$ cat src/rtl/bnn_pkg.sv
// Shared definitions for the binary neural network datapath blocks:
// layer-sequencing state encoding and the default layer geometry.
package bnn_pkg;

    // Layer sequencer states
    typedef enum logic [1:0] {
        ST_IDLE  = 2'd0,
        ST_ACCUM = 2'd1,
        ST_EMIT  = 2'd2,
        ST_DONE  = 2'd3
    } state_t;

    localparam int N_IN_DEFAULT  = 784;
    localparam int N_OUT_DEFAULT = 1024;
    localparam int ACC_W_DEFAULT = 12;

endpackage

$ cat src/rtl/xnor_accum_sat.sv
// xnor_sat_acc: one binary-product step. XNOR of weight and activation
// selects +1 (equal bits) or -1 (different bits); the signed add clamps at
// +/-(2^(ACC_W-1)-1) so the running sum never wraps.
module xnor_sat_acc #(
    parameter int ACC_W = 12
) (
    input  logic signed [ACC_W-1:0] acc_in,
    input  logic                    w_bit,
    input  logic                    x_bit,
    output logic signed [ACC_W-1:0] acc_out
);

    // Symmetric limits: the most negative code is never produced
    localparam logic signed [ACC_W-1:0] ACC_MAX = {1'b0, {(ACC_W-1){1'b1}}};
    localparam logic signed [ACC_W-1:0] ACC_MIN = -ACC_MAX;
    localparam logic signed [ACC_W-1:0] ONE     = {{(ACC_W-1){1'b0}}, 1'b1};

    // Step up on a match, down on a mismatch, holding at the limits
    always_comb begin
        acc_out = acc_in;
        if (w_bit == x_bit) begin
            if (acc_in < ACC_MAX) begin
                acc_out = acc_in + ONE;
            end
        end else begin
            if (acc_in > ACC_MIN) begin
                acc_out = acc_in - ONE;
            end
        end
    end

endmodule

$ cat src/rtl/xnor_accum.sv
// xnor_accum: binarised neuron layer engine. Streams N_IN weight/activation
// bit pairs per neuron, accumulates the +/-1 XNOR products, and emits the
// pre-activation sum with its sign bit for each of N_OUT neurons.
//
// Optional feature macro: XNOR_ACCUM_BIAS_EN adds a signed bias input that
// shifts the sign decision (out_sum stays the raw accumulation).
//
// Handshakes: a beat transfers on a rising edge where in_valid && in_ready;
// a result transfers on a rising edge where out_valid && out_ready. A
// producer holds its data stable while valid is high and ready is low.
module xnor_accum
    import bnn_pkg::*;
#(
    parameter int N_IN  = N_IN_DEFAULT,
    parameter int N_OUT = N_OUT_DEFAULT,
    parameter int ACC_W = ACC_W_DEFAULT
) (
    input  logic                    clk,
    input  logic                    rst,
    input  logic                    start,
    input  logic                    in_valid,
    output logic                    in_ready,
    input  logic                    w_bit,
    input  logic                    x_bit,
    output logic                    out_valid,
    input  logic                    out_ready,
    output logic                    out_bit,
    output logic signed [ACC_W-1:0] out_sum,
    output logic                    layer_done,
`ifdef XNOR_ACCUM_BIAS_EN
    input  logic signed [ACC_W-1:0] bias,
`endif
    output state_t                  dbg_state
);

    localparam int EW = (N_IN  > 1) ? $clog2(N_IN)  : 1;
    localparam int NW = (N_OUT > 1) ? $clog2(N_OUT) : 1;
    localparam logic [EW-1:0] LAST_E = EW'(N_IN - 1);
    localparam logic [NW-1:0] LAST_N = NW'(N_OUT - 1);

    state_t                  state;
    logic signed [ACC_W-1:0] acc;
    logic signed [ACC_W-1:0] acc_next;
    logic [EW-1:0]           elem_cnt;
    logic [NW-1:0]           neuron_cnt;
    logic                    act_bit;

    assign dbg_state = state;

    xnor_sat_acc #(
        .ACC_W (ACC_W)
    ) u_step (
        .acc_in  (acc),
        .w_bit   (w_bit),
        .x_bit   (x_bit),
        .acc_out (acc_next)
    );

`ifdef XNOR_ACCUM_BIAS_EN
    localparam logic signed [ACC_W:0] WIDE_MAX = {2'b00, {(ACC_W-1){1'b1}}};
    localparam logic signed [ACC_W:0] WIDE_MIN = -WIDE_MAX;

    logic signed [ACC_W:0]   biased_wide;
    logic signed [ACC_W-1:0] biased_sat;

    // Sign of the bias-shifted final sum, with the addition clamped to range
    always_comb begin
        biased_wide = $signed({acc_next[ACC_W-1], acc_next})
                    + $signed({bias[ACC_W-1], bias});
        biased_sat  = biased_wide[ACC_W-1:0];
        if (biased_wide > WIDE_MAX) begin
            biased_sat = WIDE_MAX[ACC_W-1:0];
        end else if (biased_wide < WIDE_MIN) begin
            biased_sat = WIDE_MIN[ACC_W-1:0];
        end
        act_bit = ~biased_sat[ACC_W-1];
    end
`else
    // Sign of the final sum; zero counts as non-negative
    always_comb begin
        act_bit = ~acc_next[ACC_W-1];
    end
`endif

    // Layer sequencer with registered handshake and result outputs
    always_ff @(posedge clk) begin
        if (!rst) begin
            state      <= ST_IDLE;
            acc        <= '0;
            elem_cnt   <= '0;
            neuron_cnt <= '0;
            in_ready   <= 1'b0;
            out_valid  <= 1'b0;
            out_bit    <= 1'b0;
            out_sum    <= '0;
            layer_done <= 1'b0;
        end else begin
            layer_done <= 1'b0;
            case (state)
                ST_IDLE: begin
                    if (start) begin
                        state      <= ST_ACCUM;
                        acc        <= '0;
                        elem_cnt   <= '0;
                        neuron_cnt <= '0;
                        in_ready   <= 1'b1;
                    end
                end
                ST_ACCUM: begin
                    if (in_valid && in_ready) begin
                        acc <= acc_next;
                        if (elem_cnt == LAST_E) begin
                            // Last beat: close the input side this edge
                            state     <= ST_EMIT;
                            elem_cnt  <= '0;
                            in_ready  <= 1'b0;
                            out_valid <= 1'b1;
                            out_sum   <= acc_next;
                            out_bit   <= act_bit;
                        end else begin
                            elem_cnt <= elem_cnt + 1'b1;
                        end
                    end
                end
                ST_EMIT: begin
                    if (out_ready) begin
                        out_valid <= 1'b0;
                        if (neuron_cnt == LAST_N) begin
                            state      <= ST_DONE;
                            layer_done <= 1'b1;
                        end else begin
                            state      <= ST_ACCUM;
                            acc        <= '0;
                            elem_cnt   <= '0;
                            neuron_cnt <= neuron_cnt + 1'b1;
                            in_ready   <= 1'b1;
                        end
                    end
                end
                ST_DONE: begin
                    state      <= ST_IDLE;
                    neuron_cnt <= '0;
                end
                default: begin
                    state <= ST_IDLE;
                end
            endcase
        end
    end

endmodule

$ cat config.mk
export PLATFORM = sky130hd
export DESIGN_NAME = xnor_accum
export DESIGN_NICKNAME = d
export VERILOG_FILES = /design/src/rtl/bnn_pkg.sv /design/src/rtl/xnor_accum_sat.sv /design/src/rtl/xnor_accum.sv
export SDC_FILE = /design/constraint.sdc
export NUM_CORES = 1
export LEC_CHECK = 0
export ABC_AREA = 1
export BUFFER_PORTS_ARGS = -buffer_cell sky130_fd_sc_hd__buf_2
export CAP_MARGIN = 5
export CORE_MARGIN = 4
export CORE_UTILIZATION = 55
export CTS_BUF_LIST = sky130_fd_sc_hd__clkbuf_16
export CTS_CLUSTER_SIZE = 24
export DETAILED_ROUTE_END_ITERATION = 8
export GPL_ROUTABILITY_DRIVEN = 0
export PLACE_DENSITY = 0.8
export SLEW_MARGIN = 40
export SYNTH_ARGS = -nofsm -noshare
export SYNTH_HDL_FRONTEND = slang
export SYNTH_SLANG_ARGS = --single-unit
export TNS_END_PERCENT = 5
$ cat constraint.sdc
create_clock -name clk -period 3 [get_ports clk]
set_clock_uncertainty 0.15 [all_clocks]
set_input_delay 0.15 -clock clk [delete_from_list [all_inputs] [get_ports clk]]
set_output_delay 0.15 -clock clk [all_outputs]
set_load 0.01 [all_outputs]
==> results of run 1 <==
-- final cells by class --
cell class | instances | area, sq um | share of cell area
flip-flops and latches | 50 | 1000 | 0.276
multi-input cells | 375 | 1990 | 0.548
clock buffers | 5 | 125 | 0.0345
repair buffers | 27 | 143 | 0.0393
clock inverters | 3 | 48.8 | 0.0135
inverters | 60 | 228 | 0.0628
well taps | 75 | 93.8 | 0.0259
-- power groups by stage --
stage / Clock, mW / Sequential (mW) / Combinational, mW
3_5_place_dp: 0 / 0.710 / 0.289
5_1_grt: 0.714 / 0.698 / 0.330
3_3_place_gp: 0 / 0.709 / 0.283
4_1_cts: 0.685 / 0.695 / 0.291
2_1_floorplan: 0 / 0.707 / 0.262
6_report: 0.668 / 0.695 / 0.298
-- worst max path at each step --
| stage | depth (start not counted) | slack, ns | end |
|---|---|---|---|
| after floorplan | 13 | 1.28 | out_sum[0]$_SDFFE_PN0P_ |
| after global placement | 11 | 0.88 | out_sum[1]$_SDFFE_PN0P_ |
| after detailed placement | 11 | 0.89 | out_sum[1]$_SDFFE_PN0P_ |
| after CTS | 11 | 0.84 | out_sum[1]$_SDFFE_PN0P_ |
| after global routing | 9 | 0.62 | out_sum[3]$_SDFFE_PN0P_ |
| final | 11 | 0.79 | out_sum[1]$_SDFFE_PN0P_ |
-- cell families after synthesis --
family                   count (synthesis)  share of synthesized area
AO/OA/AOI/OAI                           64                      0.115
XOR/XNOR                                16                     0.0415
adder cells (fa/ha/maj)                  5                     0.0185
buffers and inverters                   83                      0.116
flip-flops                              50                      0.297
AND/OR/NAND/NOR                        290                      0.412
-- registers in the layout (all words and copies together) (netlist names) --
name,flops
layer_done,1
acc,12
neuron_cnt,10
in_ready,1
out_bit,1
out_valid,1
dbg_state,2
out_sum,12
elem_cnt,10
-- cell usage after synthesis (all sizes together) --
master	instances	area share
nand2	144	0.17
nor2	68	0.098
inv	60	0.068
dfxtp	50	0.30
nand3	50	0.079
a21oi	40	0.069
o21ai	20	0.034
buf	18	0.043
xor2	14	0.036
nand4	13	0.024
clkbuf	5	0.0056
ha	5	0.019
nand3b	4	0.016
nor3	4	0.0093
nor4	2	0.0056
or2	2	0.0037
xnor2	2	0.0052
and2	1	0.0019
and2b	1	0.0022
nor3b	1	0.0022
o211a	1	0.0030
o211ai	1	0.0037
o21bai	1	0.0022
o31ai	1	0.0022
-- worst max-delay path: cells and delay by family (launching register included) --
kind	cells	cell delay, ns
and+or+nand+nor	7	0.85
DFF	1	0.37
buffers and inverters	2	0.18
adders and majority gates	1	0.28
AOI/OAI and AO/OA	1	0.28
-- layer usage --
layer	part of all wire	track usage
met3	0.065	0.0437
met5	0	0
met2	0.48	0.372
met1	0.45	0.297
met4	0.011	0.0652
==> run metrics, run 1 <==
result of the run completed; internal power contribution 1.17 mW; area of the die 7450 sq um; CTS H-Tree Depth 2; final cycle utilization of the critical path 0.738; least setup slack across all paths after layout 0.787 ns; pre-CTS setup slack 0.888 ns; TritonCTS Buffers 5; highest-delay cell along the critical path sky130_fd_sc_hd__dfxtp_1; final hold violations 0; GRT Resource Usage Total 0.225; Crit path required time 3.04 ns; clock period minus final worst setup slack 2.21 ns; launching element of the worst setup path acc[0]$_SDFFE_PN0P_; cell type with the highest occurrence count on the critical path sky130_fd_sc_hd__nand2_1; commonest non-fill, non-tap cells in the layout 132 x sky130_fd_sc_hd__nand2_1, 56 x sky130_fd_sc_hd__nor2_1, 52 x sky130_fd_sc_hd__inv_1, 50 x sky130_fd_sc_hd__dfxtp_1, 47 x sky130_fd_sc_hd__nand3_1; aggregate negative setup slack 0 ns; die extent in x 86.3 um; Post-Place Cell Area 3440 sq um; First-pass DRT Iterations 5; post-cts gate resize count 0; total of hold buffers inserted after clock tree synthesis 0; antenna-violating nets left 0; warnings from Yosys 0; peak ir drop on the vdd network 314 uV; post-synthesis instance total 508; clock tree from TritonCTS built; clock latency of the later-clocked register in the worst-skew pair 0.29 ns; pin count of the biggest net entering global routing 21; post-layout net count 531; unrepaired setup endpoints after global routing false; number of cell rows 28; half-perimeter wire length of the detailed placement result 5700 um; portion of total power attributed to sequential cells 0.419; worst min-delay path startpoint rst; post-route cell area 3630 sq um; Placed Instances 587; detailed-route DRC error count 0; tightest slew margin relative to the limit 0.590; post-layout util 0.613; arrival time at the worst endpoint 2.26 ns; gr ovfl total 0; type of element capturing the critical path flip-flop; master cell of the clock root buffer sky130_fd_sc_hd__clkbuf_16; maximum buffer depth of the clock tree 2; total via count in the routed design 3267; count of distinct cell types in the synthesized netlist 42; type of the worst min-delay path input port to flip-flop; area growth from synthesis to final layout 7.53%; syn_nets 520; fill cell total of the finished layout 523; Sw Pwr 0.494 mW; Initial Utilization 0.570; most common cell after layout, fill and taps aside sky130_fd_sc_hd__nand2_1; class of the most critical setup path flip-flop to flip-flop; sequential element share of the synthesized area 0.297; antenna diode instance count 0; total standard cell area after synthesis 3370 sq um; ports placed on the boundary 25; Clock Pin Slew Worst Setup and Hold Paths 0.07 ns; worst hold margin 0.0483 ns; number of buffer cells added on primary ports 24; critical path cell sequence inv_1, ha_1, nor2_1, nor2_1, nand3_1, o21ai_0, nand2_1, nand2_1, nand2_1, nand2_1, inv_1; Avg Inst Size Synth 6.64 sq um; count of max-cap constraint violations 0; combinational cell fraction of total power 0.179; Setup Fix Bufs, Post-CTS 0; pin slew with the least headroom to its limit 0.613 ns; worst-case register-to-register setup slack 0.79 ns; PD cells 458 nW/um^2; Detailed Route Iter0 Violations 278; switching portion of total power 0.297; Hold Crit Endpoint neuron_cnt[5]$_SDFFE_PN0P_; fraction of final layout cells sized beyond drive strength 1 0.169; instance count along the most critical hold path 3; core area 5920 sq um; clock sink count 50; drt wl/cell 13.4 um; part of the power in the clock network 0.402; via density per instance 5.49; longest individual stage delay on the worst path 0.37 ns; Worst Setup Start Kind flip-flop; reg-to-reg endpoint out_sum[1]$_SDFFE_PN0P_; endpoints failing setup 0; overall power consumption 1.66 mW; top achievable clock speed 0.452 GHz; Critical R2R Launch acc[0]$_SDFFE_PN0P_; Leak 1.62 nW; final cell count without fillers 595; Routed Wire Length 8000 um; max-slew violations 0; CP Max Fanout 11; wire length of the first global-routing pass 13800 um; Die Span Y 86.3 um; flop and latch count out of synthesis 50; number of global-route vias before repair 3013; number of antenna violations at the first check in global routing 0; FF-to-FF path depth 11
Note: power is estimated with default switching activity, not from simulation.
==> run 2, diff against run 1 <==
- clock period: 3 -> 2.1 ns (I/O delays scaled with it)
==> run 2 against run 1 <==
Power grew 45%. Cell count up 1.3%. Sequential cell count unchanged. Core utilization up 1.5 points. Die area is the same. Critical endpoint is now elem_cnt[9]$_SDFFE_PN0P_. Largest cell class unchanged. Largest power group unchanged. Highest routed layer unchanged.
==> run metrics, run 2 (synthesis gave the netlist of run 1 again) <==
combinational cell fraction of total power 0.196; First-pass DRT Iterations 5; tightest slew margin relative to the limit 0.670; Clock Pin Slew Worst Setup and Hold Paths 0.07 ns; routed wire length on met3 411 um; endpoints failing setup 0; drt wl/cell 13.2 um; ports placed on the boundary 25; least setup slack across all paths after layout 0.136 ns; via density per instance 5.46; pin slew with the least headroom to its limit 0.491 ns; type of the worst min-delay path input port to flip-flop; area growth from synthesis to final layout 10.1%; Setup Fix Bufs, Post-CTS 0; WL met2 3620 um; type of element capturing the critical path flip-flop; final cycle utilization of the critical path 0.935; leading registers by flop count acc: 12 flops, out_sum: 12 flops; maximum buffer depth of the clock tree 2; portion of total power attributed to sequential cells 0.410; TritonCTS Buffers 5; fraction of final layout cells sized beyond drive strength 1 0.186; gr ovfl total 0; number of buffer cells added on primary ports 24; unrepaired setup endpoints after global routing false; Hold Crit Endpoint dbg_state[1]$_SDFFE_PN0P_; total via count in the routed design 3292; switching portion of total power 0.296; total of hold buffers inserted after clock tree synthesis 0; Crit path required time 2.14 ns; max-slew violations 0; number of cell rows 28; clock period minus final worst setup slack 1.96 ns; half-perimeter wire length of the detailed placement result 5620 um; post-layout net count 539; wire length of the first global-routing pass 13600 um; GRT Resource Usage Total 0.223; final hold violations 0; worst-case register-to-register setup slack 0.14 ns; peak ir drop on the vdd network 388 uV; Routed Wire Length 7970 um; pre-CTS setup slack 0.0482 ns; top achievable clock speed 0.509 GHz; instance count along the most critical hold path 4; count of max-cap constraint violations 0; clock tree from TritonCTS built; part of the power in the clock network 0.394; aggregate negative setup slack 0 ns; master cell of the clock root buffer sky130_fd_sc_hd__clkbuf_16; number of antenna violations at the first check in global routing 0; Detailed Route Iter0 Violations 247; core area 5920 sq um; commonest non-fill, non-tap cells in the layout 132 x sky130_fd_sc_hd__nand2_1, 56 x sky130_fd_sc_hd__nor2_1, 52 x sky130_fd_sc_hd__inv_1, 50 x sky130_fd_sc_hd__dfxtp_1, 46 x sky130_fd_sc_hd__nand3_1; clock latency of the later-clocked register in the worst-skew pair 0.29 ns; detailed-route DRC error count 0; Leak 1.67 nW; Sw Pwr 0.715 mW; CP Max Fanout 5; internal power contribution 1.70 mW; arrival time at the worst endpoint 2.00 ns; worst min-delay path startpoint out_ready; pin count of the biggest net entering global routing 32; FF-to-FF path depth 10; met1 WL 3780 um; Initial Utilization 0.570; max layer used met4; clock sink count 50; antenna-violating nets left 0; number of global-route vias before repair 2994; worst hold margin 0.00380 ns; area of the die 7450 sq um; class of the most critical setup path flip-flop to flip-flop; PD cells 650 nW/um^2; CTS H-Tree Depth 2; result of the run completed; Critical R2R Launch elem_cnt[0]$_SDFFE_PN0P_; most common cell after layout, fill and taps aside sky130_fd_sc_hd__nand2_1; Worst Setup Start Kind flip-flop; reg-to-reg endpoint elem_cnt[9]$_SDFFE_PN0P_; Die Span Y 86.3 um; antenna diode instance count 0; die extent in x 86.3 um
==> run 2: power by group through the flow <==
stage	registers (mW)	clock network (mW)	logic [mW]
4_1_cts	0.990	0.963	0.468
6_report	0.990	0.951	0.473
5_1_grt	0.993	1.00	0.518
3_5_place_dp	1.01	0	0.463
3_3_place_gp	1.01	0	0.458
2_1_floorplan	1.01	0	0.375
==> run 2: timing repair <==
action	CTS	global route
resized for setup	0	4
hold endpoints to repair	0	0
setup endpoints to repair	0	21
==> run 2: how the worst max path moves through the flow <==
stage	startpoint	to	slack, ns	cells past startpoint
2_1_floorplan	acc[0]$_SDFFE_PN0P_	out_sum[0]$_SDFFE_PN0P_	0.38	13
3_3_place_gp	acc[0]$_SDFFE_PN0P_	out_sum[1]$_SDFFE_PN0P_	0.12	11
3_5_place_dp	acc[0]$_SDFFE_PN0P_	out_sum[1]$_SDFFE_PN0P_	0.05	11
4_1_cts	acc[0]$_SDFFE_PN0P_	out_sum[1]$_SDFFE_PN0P_	0.05	11
5_1_grt	acc[0]$_SDFFE_PN0P_	out_sum[8]$_SDFFE_PN0P_	0.007	13
6_report	elem_cnt[0]$_SDFFE_PN0P_	elem_cnt[9]$_SDFFE_PN0P_	0.14	10
==> run 2: metrics by stage <==
step                      instance area (sq um)  power [mW]  instances  utilization
after global routing                       3710        2.51        603        0.627
after global placement                     3530        1.47        595        0.596
after floorplan                            3370        1.38        508            -
final                                      3710        2.41        603        0.627
after detailed placement                   3530        1.47        595        0.596
after CTS                                  3700        2.42        603        0.625
==> run 2: routing by layer <==
layer  up-vias  GRT usage
li1       1654          -
met1      1513      0.306
met2       111      0.350
met3        14     0.0333
met4         0     0.0892
met5         -          0
==> run 2: layout make-up <==
class,count,area [sq um]
clock buffers,5,125
inverters,60,228
clock inverters,3,43.8
multi-input cells,375,1990
repair buffers,35,228
fillers,536,2210
well taps,75,93.8
flip-flops and latches,50,1000
==> run 2: critical path: stages (launching register included) <==
cell	delay, ns
sky130_fd_sc_hd__dfxtp_1	0.38
sky130_fd_sc_hd__ha_1	0.19
sky130_fd_sc_hd__nand2_1	0.13
sky130_fd_sc_hd__nor2_4	0.18
sky130_fd_sc_hd__inv_1	0.08
sky130_fd_sc_hd__nor2_1	0.11
sky130_fd_sc_hd__nand3_1	0.11
sky130_fd_sc_hd__nand2_1	0.20
sky130_fd_sc_hd__nand2_1	0.10
sky130_fd_sc_hd__nand2_1	0.16
sky130_fd_sc_hd__nor2_1	0.07
==> run 3, diff against run 2 <==
- CELL_PAD_IN_SITES_DETAIL_PLACEMENT: default -> 0
- CELL_PAD_IN_SITES_GLOBAL_PLACEMENT: default -> 1
- CORE_MARGIN: 4 -> default
- CORE_UTILIZATION: 55 -> 43
- PLACE_DENSITY: 0.8 -> 0.85
==> run 3 against run 2 <==
Critical path depth down 1. Die area increased by 10%. Clock power decreased by 18%. Combinational power is 5.1% lower. Cell count up 4.0%. First-iteration DRC count shrank 19%. Maximum frequency is 0.37% higher. Routed wire length rose by 0.75%. Critical endpoint is now neuron_cnt[9]$_SDFFE_PN0P_.
==> run metrics, run 3 (synthesis gave the netlist of run 1 again) <==
result of the run completed; peak ir drop on the vdd network 374 uV; part of the power in the clock network 0.351; class of the most critical setup path flip-flop to flip-flop; longest individual stage delay on the worst path 0.45 ns; Placed Instances 619; die extent in x 90.6 um; post-layout net count 539; Crit path required time 2.17 ns; clock sink count 50; most common cell after layout, fill and taps aside sky130_fd_sc_hd__nand2_1; portion of total power attributed to sequential cells 0.447; worst min-delay path startpoint out_ready; antenna-violating nets left 0; Setup Fix Bufs, Post-CTS 0; highest-delay cell along the critical path sky130_fd_sc_hd__dfxtp_1; ports placed on the boundary 25; count of max-cap constraint violations 0; core area 7410 sq um; post-layout util 0.501; maximum buffer depth of the clock tree 2; area growth from synthesis to final layout 9.98%; type of the worst min-delay path input port to flip-flop; final cell count without fillers 627; launching element of the worst setup path neuron_cnt[0]$_SDFFE_PN0P_; Sw Pwr 0.676 mW; arrival time at the worst endpoint 2.02 ns; drt wl/cell 12.8 um; number of buffer cells added on primary ports 24; Routed Wire Length 8030 um; wire length of the first global-routing pass 14000 um; half-perimeter wire length of the detailed placement result 5830 um; type of element capturing the critical path flip-flop; worst hold margin 0.0150 ns; post-cts gate resize count 0; internal power contribution 1.55 mW; critical path cell sequence ha_1, nand2_2, nor3_4, nand3_2, nand2_2, nor2_4, inv_2, nand2_1, a21oi_1; number of global-route vias before repair 2931; combinational cell fraction of total power 0.202; Worst Setup Start Kind flip-flop; pin count of the biggest net entering global routing 34; antenna diode instance count 0; pin slew with the least headroom to its limit 0.468 ns; GRT Resource Usage Total 0.206; leading registers by flop count acc: 12 flops, out_sum: 12 flops; total of hold buffers inserted after clock tree synthesis 0; Post-Place Cell Area 3560 sq um; TritonCTS Buffers 5; clock tree from TritonCTS built; clock latency of the later-clocked register in the worst-skew pair 0.28 ns; switching portion of total power 0.304; Die Span Y 90.6 um; clock period minus final worst setup slack 1.96 ns; PD cells 599 nW/um^2; number of cell rows 31; Leak 1.66 nW; endpoints failing setup 0; commonest non-fill, non-tap cells in the layout 130 x sky130_fd_sc_hd__nand2_1, 56 x sky130_fd_sc_hd__nor2_1, 53 x sky130_fd_sc_hd__inv_1, 48 x sky130_fd_sc_hd__dfxtp_1, 47 x sky130_fd_sc_hd__nand3_1; First-pass DRT Iterations 4; top achievable clock speed 0.511 GHz; Detailed Route Iter0 Violations 199; aggregate negative setup slack 0 ns; CTS H-Tree Depth 2; fraction of final layout cells sized beyond drive strength 1 0.186; unrepaired setup endpoints after global routing false; max-slew violations 0; detailed-route DRC error count 0; total via count in the routed design 3160; Initial Utilization 0.455; CP Max Fanout 12; gr ovfl total 0; final cycle utilization of the critical path 0.932; post-route cell area 3710 sq um; number of antenna violations at the first check in global routing 0; area of the die 8200 sq um; master cell of the clock root buffer sky130_fd_sc_hd__clkbuf_16; Clock Pin Slew Worst Setup and Hold Paths 0.07 ns; tightest slew margin relative to the limit 0.687; Critical R2R Launch neuron_cnt[0]$_SDFFE_PN0P_; final hold violations 0; via density per instance 5.04; cell type with the highest occurrence count on the critical path sky130_fd_sc_hd__nand2_2
[run 3: path summary, 6_finish.rpt]
check | endpoint | slack (ns) | depth (start not counted)
worst max-delay path | neuron_cnt[9]$_SDFFE_PN0P_ | 0.14 | 9
worst min-delay path | dbg_state[1]$_SDFFE_PN0P_ | 0.01 | 4
worst max register to register | neuron_cnt[9]$_SDFFE_PN0P_ | 0.14 | 9
worst min register to register | in_ready$_SDFFE_PN0P_ | 0.33 | 2
[run 3: power by group through the flow]
stage	clock network [mW]	logic, mW	registers [mW]
floorplan	0	0.375	1.01
global placement	0	0.446	1.01
detailed placement	0	0.445	1.02
CTS	0.803	0.447	0.993
global route	0.834	0.505	0.997
finish	0.779	0.449	0.994
[run 3: metrics by stage]
step | power [mW] | setup slack [ns]
5_1_grt | 2.34 | 0.00666
2_1_floorplan | 1.38 | 0.375
3_3_place_gp | 1.46 | 0.118
3_5_place_dp | 1.46 | 0.0946
6_report | 2.22 | 0.143
4_1_cts | 2.24 | 0.0874
[run 3: metal layers]
metal,vias to the layer above,part of all wire,GRT usage
li1,1652,-,-
met5,-,0,0
met2,66,0.44,0.324
met4,0,0.0087,0.0511
met1,1436,0.50,0.294
met3,6,0.045,0.0295
[run 3: area by class of cell]
cell class | instances | area [sq um]
tap | 99 | 124
sequential | 50 | 1000
timing repair buffer | 35 | 228
fill | 756 | 3700
inverter | 60 | 228
clock inverter | 3 | 12.5
clock buffer | 5 | 125
multi-input combinational | 375 | 1990
[run 3: critical path: cells and delay by family (launching register included)]
family	cells	cell delay (ns)
buffers and inverters	1	0.14
AOI/OAI and AO/OA	1	0.14
DFF	1	0.45
and+or+nand+nor	6	0.76
adders and majority gates	1	0.25
